===== src/rtl/ckt_sweep_ctrl.sv =====
// Sweeps all 2**N_IN vectors into ckt, samples y into table_out, compares against a latched golden table.
// Latency: done 2**N_IN*(SETTLE+1) cycles after accepted start; start ignored while busy; early abort via CKT_SWEEP_ABORT_EN.
module ckt_sweep_ctrl #(
  parameter int N_IN   = 3,
  parameter int SETTLE = 2
) (
  input  logic               clk,
  input  logic               rst,
  input  logic               start,
  input  logic [2**N_IN-1:0] golden,
  output logic [N_IN-1:0]    dut_in,
  input  logic               dut_y,
  output logic               busy,
  output logic               done,
  output logic [2**N_IN-1:0] table_out,
  output logic               pass,
  output logic [N_IN-1:0]    fail_idx
);

  localparam int NV    = 2**N_IN;
  localparam int S_EFF = (SETTLE < 1) ? 1 : SETTLE;
  localparam int CW    = (S_EFF > 1) ? $clog2(S_EFF) : 1;
  localparam logic [CW-1:0]   CNT_LAST = CW'(S_EFF - 1);
  localparam logic [N_IN-1:0] IDX_LAST = N_IN'(NV - 1);

  typedef enum logic [1:0] {
    S_IDLE,
    S_APPLY,
    S_SAMPLE,
    S_DONE
  } state_t;

  state_t          state_q;
  state_t          state_d;
  logic [N_IN-1:0] idx_q;
  logic [CW-1:0]   cnt_q;
  logic [NV-1:0]   golden_q;
  logic            fail_flag_q;
  logic            mismatch;
  logic            abort_now;
  logic            sample_exit;

  // The vector index doubles as the driven stimulus, so it holds the last vector after a sweep.
  assign dut_in   = idx_q;
  assign mismatch = (dut_y != golden_q[idx_q]);

`ifdef CKT_SWEEP_ABORT_EN
  assign abort_now = mismatch && !fail_flag_q;
`else
  assign abort_now = 1'b0;
`endif

  assign sample_exit = (idx_q == IDX_LAST) || abort_now;

  always_ff @(posedge clk or posedge rst) begin
    if (rst) state_q <= S_IDLE;
    else     state_q <= state_d;
  end

  always_comb begin
    state_d = state_q;
    case (state_q)
      S_IDLE:   if (start) state_d = S_APPLY;
      S_APPLY:  if (cnt_q == CNT_LAST) state_d = S_SAMPLE;
      S_SAMPLE: state_d = sample_exit ? S_DONE : S_APPLY;
      S_DONE:   state_d = S_IDLE;
      default:  state_d = S_IDLE;
    endcase
  end

  always_ff @(posedge clk or posedge rst) begin
    if (rst) begin
      idx_q       <= '0;
      cnt_q       <= '0;
      golden_q    <= '0;
      fail_flag_q <= 1'b0;
      busy        <= 1'b0;
      done        <= 1'b0;
      table_out   <= '0;
      pass        <= 1'b0;
      fail_idx    <= '0;
    end else begin
      done <= 1'b0;
      case (state_q)
        S_IDLE: begin
          if (start) begin
            idx_q       <= '0;
            cnt_q       <= '0;
            golden_q    <= golden;
            fail_flag_q <= 1'b0;
            busy        <= 1'b1;
            table_out   <= '0;
            pass        <= 1'b0;
            fail_idx    <= '0;
          end
        end
        S_APPLY: begin
          if (cnt_q == CNT_LAST) cnt_q <= '0;
          else                   cnt_q <= cnt_q + CW'(1);
        end
        S_SAMPLE: begin
          table_out[idx_q] <= dut_y;
          if (mismatch && !fail_flag_q) begin
            fail_idx    <= idx_q;
            fail_flag_q <= 1'b1;
          end
          // Verdict folds in this cycle's sample so the last vector counts.
          if (sample_exit) begin
            done <= 1'b1;
            pass <= !(fail_flag_q || mismatch);
          end else begin
            idx_q <= idx_q + N_IN'(1);
            cnt_q <= '0;
          end
        end
        S_DONE: begin
          busy <= 1'b0;
        end
        default: begin
          busy <= 1'b0;
        end
      endcase
    end
  end

endmodule

===== config.mk =====
export PLATFORM = sky130hd
export DESIGN_NAME = ckt_sweep_ctrl
export DESIGN_NICKNAME = d
export VERILOG_FILES = /design/src/rtl/ckt_sweep_ctrl.sv
export SDC_FILE = /design/constraint.sdc
export NUM_CORES = 1
export LEC_CHECK = 0
export BUFFER_PORTS_ARGS = -buffer_cell sky130_fd_sc_hd__buf_4
export CAP_MARGIN = 20
export CORE_MARGIN = 2
export CORE_UTILIZATION = 57
export DETAILED_ROUTE_END_ITERATION = 8
export HOLD_SLACK_MARGIN = 0.08
export PLACE_DENSITY = 0.84
export SLEW_MARGIN = 10
export SYNTH_ARGS = -nofsm -noshare
export SYNTH_HDL_FRONTEND = slang
export SYNTH_SLANG_ARGS = --single-unit

===== constraint.sdc =====
create_clock -name clk -period 3.6 [get_ports clk]
set_input_delay 1.08 -clock clk [delete_from_list [all_inputs] [get_ports clk]]
set_output_delay 1.08 -clock clk [all_outputs]
set_load 0.005 [all_outputs]

==> results of run 1 <==
[power breakdown]
group          internal [mW]  switching, mW
clock network         0.0919          0.107
registers              0.418          0.127
logic                  0.214          0.202
total                  0.724          0.436
[metal layers]
metal / routed length, um / part of all wire / vias to the layer above / GRT usage
li1: - / - / 543 / -
met1: 1180 / 0.41 / 560 / 0.297
met2: 1460 / 0.50 / 46 / 0.370
met3: 204 / 0.070 / 7 / 0.0583
met4: 59 / 0.020 / 0 / 0.111
met5: 0 / 0 / - / 0
[worst min-delay path: cells and delay by family, from the launching register on]
| kind | cells | cell delay [ns] |
|---|---|---|
| flops | 1 | 0.35 |
| simple gates | 2 | 0.10 |
[state kept, by name, summed over array words and instances, names as in the netlist]
| name | cells |
|---|---|
| busy | 1 |
| cnt_q | 1 |
| done | 1 |
| dut_in | 3 |
| fail_flag_q | 1 |
| fail_idx | 3 |
| golden_q | 8 |
| pass | 1 |
| state_q | 2 |
| table_out | 8 |
[metrics by stage]
step | hold WS [ns] | utilization | instance area [sq um]
after floorplan | 0.445 | - | 1420
after global placement | 0.459 | 0.668 | 1610
after detailed placement | 0.461 | 0.668 | 1610
after CTS | 0.483 | 0.691 | 1670
after global routing | 0.526 | 0.702 | 1690
final | 0.482 | 0.702 | 1690
[cell type report]
cell class	count	area, sq um	area share
Clock buffer	7	55.1	0.0325
Timing Repair Buffer	29	238	0.140
Tap cell	30	37.5	0.0222
Sequential cell	29	726	0.429
Multi-Input combinational cell	103	622	0.367
Inverter	4	15.0	0.00887
[placed cells by master (no fill, tap or decap), drive strengths merged]
cell	instances
a21oi	1
o21ai	6
dfrtp	29
nor2b	1
a22o	5
clkbuf	7
or3b	1
and2b	1
o22ai	1
mux2i	9
nor3b	1
nand3	8
buf	29
nand2	45
nand3b	2
inv	2
nor2	7
clkinv	2
nand2b	2
o21bai	1
and2	1
xnor2	1
ha	2
o31ai	1
o311ai	3
mux2	1
a32o	1
mux4	1
or2	1
[synth_stat cells (all sizes together)]
library cell,number,share of area
nor2,7,0.018
and2,1,0.0053
a21oi,1,0.0035
o31ai,1,0.0053
mux2i,9,0.072
nand3,8,0.028
o21ai,6,0.021
nand2b,2,0.0088
ha,2,0.018
xnor2,1,0.0062
or3b,1,0.0062
buf,3,0.021
o22ai,1,0.0088
mux4,1,0.016
nor3b,1,0.0053
and2b,1,0.0062
nand3b,2,0.011
o311ai,3,0.018
a32o,1,0.0070
mux2,1,0.0079
nor2b,1,0.0044
dfrtp,29,0.51
nand2,45,0.12
clkinv,1,0.0026
o21bai,1,0.0053
or2,1,0.0044
a22o,5,0.032
inv,3,0.0079
clkbuf,5,0.020
[cell families after synthesis]
kind of cell | Yosys count | synth area share
adder cells (fa/ha/maj) | 2 | 0.0176
flip-flops | 29 | 0.511
AND/OR/NAND/NOR | 70 | 0.217
XOR/XNOR | 1 | 0.00616
AO/OA/AOI/OAI | 19 | 0.101
buffers and inverters | 12 | 0.0519
multiplexers | 11 | 0.0960
[path summary, 6_finish.rpt]
kind,to,slack (ns)
min in group asynchronous,table_out[6],0.67
hold / removal,golden_q[6],0.48
setup / recovery,dut_in[2],1.35
setup reg to reg,fail_idx[2],1.51
hold reg to reg,golden_q[6],0.48
max in group asynchronous,fail_idx[1],2.56
==> metrics, run 1 <==
crit-path max FO=13; Vias/cell=roughly 5.7; CTS tree=yes; Worst path depth=1; Worst-Margin Slew=approximately 0.6 ns; final setup vio count=0; Clock Tree Buf Depth=2; Clock Latency Late Sink=about 0.33 ns; Power Dens Cells=roughly 700 mW/mm^2; Setup TNS Final=0 ns; initial antenna violation count=0; share of layout cells above drive strength 1=0.256; reg2reg start=dut_in[0]; largest net degree at the start of global routing=30; Worst Hold Class=reg -> reg; Die Wd=~54 um; CP Buf/Inv Count=1; Seq/Total Area, Yosys=0.511; PnR Total Power=1.16 mW; DRT iter0 DRCs=8; WP data required=roughly 2.5 ns; Area Growth Syn to Fin=19.1%; Placed Cells=194; syn avg cell area=between 9 and 10 sq um; first-pass GRT wire length=4.64 mm; detailed-route wire length per cell=14.4 um; synthesis-stage register bit count=29; total CTS buffers=5; Die Area=slightly below 0.003 sq mm; initial core utilization=0.590; Detail Placement HPWL=a little over 2 mm; Ports=29; CP Capture Type=primary output; Mapped Area=approximately 0.0014 sq mm; RePlAce Congestion=around 0.75; Post-route DRC=0; Worst setup SP type=flip-flop; Tmin final=2.25 ns; Rel. slew slack=0.598; H-tree depth=2; Resized Gates After CTS=0; final net count=roughly 190; Peak VDD IR=502 uV; Inserted Diodes=0; Synth cell types=33; drt pass-1 iters=4; f_max=between 0.4 and 0.5 GHz; I/O Buffers=28; CP peak stage delay=0.64 ns; Hold Vio Cnt, Final=0; worst setup margin=1.35 ns; WP data arrival=approximately 1.2 ns; Crit-path slowest cell=dfrtp_1; status=finished clean; Crit Path Category=reg -> out; GRT Overall Usage=0.233; crit-path cells=buf_4; total gr overflow=0; P_leak=around 0.86 nW; cts hold-fix bufs=0; Die H=53.9 um; Min-Delay Startpoint=golden_q[6]; root buf cell=clkbuf_4; clk sinks=29; final cell count without fillers=just over 200; final cycle utilization of the critical path=0.625; clock slew at reported path FFs=around 0.090 ns; Place WS=about 1.3 ns; worst r2r path cells=4; max-cap violations=0; num rows=18; hold path depth=2; fillers=between 150 and 200; Post-CTS Setup Bufs=0; vias in the first global route=about 1000; final antenna-violating net count=0; RSZ-0062 raised after global routing=no; cells after synthesis=144; Worst Skew=~0.0048 ns; Setup crit start=dut_in[2]; core area=roughly 0.0024 sq mm; post-synth net total=between 150 and 200; Max Slew Vio Count=0; CP delay by family, top=flip-flops; final WL=around 2.9 mm; yosys warns=0; vias=between 1000 and 1500
Power figures use the tool's default switching activity.
==> run 2, diff against run 1 <==
--- a/config.mk
+++ b/config.mk
@@ -5,13 +5,14 @@
 export SDC_FILE = /design/constraint.sdc
 export NUM_CORES = 1
 export LEC_CHECK = 0
+export ABC_AREA = 1
 export BUFFER_PORTS_ARGS = -buffer_cell sky130_fd_sc_hd__buf_4
 export CAP_MARGIN = 20
 export CORE_MARGIN = 2
-export CORE_UTILIZATION = 57
+export CORE_UTILIZATION = 48
 export DETAILED_ROUTE_END_ITERATION = 8
 export HOLD_SLACK_MARGIN = 0.08
-export PLACE_DENSITY = 0.84
+export PLACE_DENSITY = 0.76
 export SLEW_MARGIN = 10
 export SYNTH_ARGS = -nofsm -noshare
 export SYNTH_HDL_FRONTEND = slang
==> constraint.sdc (replaced) <==
create_clock -name clk -period 1.8 [get_ports clk]
set_input_delay 0.54 -clock clk [delete_from_list [all_inputs] [get_ports clk]]
set_output_delay 0.54 -clock clk [all_outputs]
set_load 0.005 [all_outputs]
==> run 2 against run 1 <==
Effect of this change:
- sequential share of layout area unchanged
- combinational power grew 98%
- largest power group unchanged
- largest cell class unchanged
- sequential cell count did not move
- critical endpoint is now fail_idx[2]
==> metrics, run 2 <==
status=finished clean (unchanged); root buf cell=clkbuf_4 (unchanged); RSZ-0062 raised after global routing=no (unchanged); initial antenna violation count=0 (unchanged); RePlAce Congestion=0.819 (was 0.746); Area Growth Syn to Fin=22.6% (was 19.1%); f_max=0.625 GHz; total CTS buffers=5 (unchanged); final WL=2.82 mm (was 2.91 mm); Resized Gates After CTS=0 (unchanged); Vias/cell=4.96 (was 5.72); CP Buf/Inv Count=1 (unchanged); vias=1205 (was 1156); Util after Layout=0.619 (was 0.702); GRT Overall Usage=0.197 (was 0.233); P_leak=0.993 nW (was 0.859 nW); initial core utilization=0.505 (was 0.590); Worst Skew=0.00725 ns (was 0.00476 ns); Mapped Area=0.00138 sq mm (was 0.00142 sq mm); post-synth net total=191 (was 158); final setup vio count=0 (unchanged); Async SR Flop Fraction=1.00 (unchanged); GR Layer Usage met3=0.0647 (was 0.0583); Max Slew Vio Count=0 (unchanged); Post-route DRC=0 (unchanged); Worst Hold Class=in -> async (was reg -> reg); Peak VDD IR=916 uV (was 502 uV); dominant cell type by area after synthesis=dfrtp_1 (unchanged); Worst-Margin Slew=0.374 ns (was 0.602 ns); WP data arrival=1.81 ns (was 1.17 ns); grt peak-use layer=met2 (unchanged); Crit Path Category=reg -> reg (was reg -> out); Most common cell on crit path=nand2_1; WP data required=2.01 ns (was 2.52 ns); DRT iter0 DRCs=31 (was 8); final antenna-violating net count=0 (unchanged); clk sinks=29 (unchanged); Crit-path slowest cell=dfrtp_1 (unchanged); largest net degree at the start of global routing=30 (unchanged); Detail Placement HPWL=2.14 mm (was 2.04 mm); num rows=19 (was 18); Seq/Total Area, Yosys=0.525 (was 0.511); cells after synthesis=177 (was 144); met2 global-route usage=0.328 (was 0.370); commonest cells after routing, fill and taps aside=nand2_1 (67), buf_4 (30), dfrtp_1 (29) (was nand2_1 (45), dfrtp_1 (29), buf_4 (28)); commonest non-fill, non-tap cell in the layout=nand2_1 (unchanged); Die Wd=57.6 um (was 53.9 um); I/O Buffers=28 (unchanged); Clock Latency Late Sink=0.32 ns (was 0.33 ns); H-tree depth=2 (unchanged); Synth top area share=0.525 (was 0.511); Tmin final=around 1.6 ns; total gr overflow=0 (unchanged); synthesis-stage register bit count=29 (unchanged); max-cap violations=0 (unchanged); cts hold-fix bufs=0 (unchanged); Hold Vio Cnt, Final=0 (unchanged); Rel. slew slack=0.750 (was 0.598); yosys warns=0 (unchanged); final net count=226 (was 186); Placed Cells=236 (was 194); CP peak stage delay=0.56 ns (was 0.64 ns); Largest regs=golden_q (8), table_out (8) (unchanged); Clock Tree Buf Depth=2 (unchanged); Post-CTS Setup Bufs=0 (unchanged); syn avg cell area=7.80 sq um (was 9.87 sq um); CTS tree=yes (unchanged); final cell count without fillers=243 (was 202); Setup TNS Final=0 ns (unchanged); Die H=57.6 um (was 53.9 um); vias in the first global route=1238 (was 1021); Worst setup SP type=flip-flop (unchanged); CP delay by family, top=simple AND/OR/NAND/NOR gates (was flip-flops); count leader, synth=nand2_1 (unchanged); Ports=29 (unchanged); detailed-route wire length per cell=11.6 um (was 14.4 um); Top FF cell, synth=dfrtp_1 (unchanged); clock slew at reported path FFs=0.09 ns (about the same); core area=0.00273 sq mm (was 0.00241 sq mm); first-pass GRT wire length=4.96 mm (was 4.64 mm); drt pass-1 iters=4 (unchanged); Inserted Diodes=0 (unchanged); Commonest cells post-synth=nand2_1 (67), dfrtp_1 (29), inv_1 (23), o21ai_0 (15), nor2_1 (11) (was nand2_1 (45), dfrtp_1 (29), mux2i_1 (8), nand3_1 (8), nor2_1 (7)); Die Area=0.00332 sq mm (was 0.00291 sq mm); count of flip-flops with a built-in enable after synthesis=0 (unchanged); synth top area cells=dfrtp_1 (53%), nand2_1 (18%), inv_1 (6.3%) (was dfrtp_1 (51%), nand2_1 (12%), mux2i_1 (5.6%)); share of layout cells above drive strength 1=0.236 (was 0.256); fillers=261 (was 185); final cycle utilization of the critical path=0.889; CP Capture Type=flip-flop (was primary output); crit-path max FO=9 (was 13); grt met1 use=0.227 (was 0.297); Synth cell types=17 (was 33); crit-path cells=inv_2 > nand2_1 > nand2_1 > nand2_1 > nand2_2 > nor2_2 > nand2_2 > nand2_4 > nand2_2 > nand2_2 > nand3_2 > nand2_1 > nand2_1 (was buf_4); Power Dens Cells=1290 mW/mm^2 (was 685 mW/mm^2)
run 2: cell count changes after synthesis, sizes merged, moves of 2 or more:
cell and change:
nand2 +27, inv +24, o21ai +10, mux2i -9
a22o -5, nor2 +5, a21oi +3, buf -3
clkbuf -3, o311ai -3, nand2b -2, nand3 +2
nand3b -2, nor3 +2
run 2: worst paths after layout:
| kind | from | endpoint | slack (ns) | cells after the start |
|---|---|---|---|---|
| min in group clk | golden[5] | golden_q[5] | 0.41 | 3 |
| max | dut_in[0] | fail_idx[2] | 0.20 | 13 |
| min | rst | cnt_q | 0.28 | 3 |
| min reg2reg | fail_idx[0] | fail_idx[0] | 0.48 | 2 |
| max reg2reg | dut_in[0] | fail_idx[2] | 0.20 | 13 |
| max in group asynchronous | rst | table_out[7] | 1.25 | 3 |
run 2: power by group:
part / switching, mW / internal (mW) / total [mW]
Clock: 0.206 / 0.184 / 0.390
Sequential: 0.139 / 0.833 / 0.972
Combinational: 0.501 / 0.322 / 0.822
run 2: kinds of logic (layout without fill, tap and decap cells):
logic type,count (synthesis),count (layout),synth area share
flip-flops,29,29,0.525
AO/OA/AOI/OAI,21,21,0.0806
buffers and inverters,29,64,0.0788
adder cells (fa/ha/maj),2,2,0.0181
AND/OR/NAND/NOR,96,96,0.297
run 2: per-layer routing:
metal	vias to the layer above	routed length [um]	share of wire
met5	-	0	0
met4	0	57	0.020
met3	6	149	0.053
met2	31	1380	0.49
met1	554	1230	0.44
li1	614	-	-
run 2: area by class of cell:
class / instances / area [sq um] / area share
flip-flops and latches: 29 / 726 / 0.429
multi-input cells: 119 / 547 / 0.323
repair buffers: 30 / 225 / 0.133
inverters: 27 / 101 / 0.0599
clock buffers: 7 / 55.1 / 0.0325
well taps: 31 / 38.8 / 0.0229
run 2: worst register-to-register path: stages, from the launching register on:
cell and delay [ns]:
dfrtp_1 0.56, inv_2 0.13, nand2_1 0.08, nand2_1 0.05, nand2_1 0.06, nand2_2 0.07
nor2_2 0.10, nand2_2 0.07, nand2_4 0.09, nand2_2 0.05, nand2_2 0.05, nand3_2 0.07
nand2_1 0.07, nand2_1 0.04
run 2: per-stage QoR:
stage	hold WS, ns	area (sq um)	total power [mW]	worst slack (ns)
after floorplan	0.442	1380	1.54	0.408
after global placement	0.459	1640	1.77	0.281
after detailed placement	0.463	1640	1.81	0.213
after CTS	0.283	1690	2.20	0.200
after global routing	0.305	1690	2.38	0.0338
final	0.276	1690	2.18	0.200
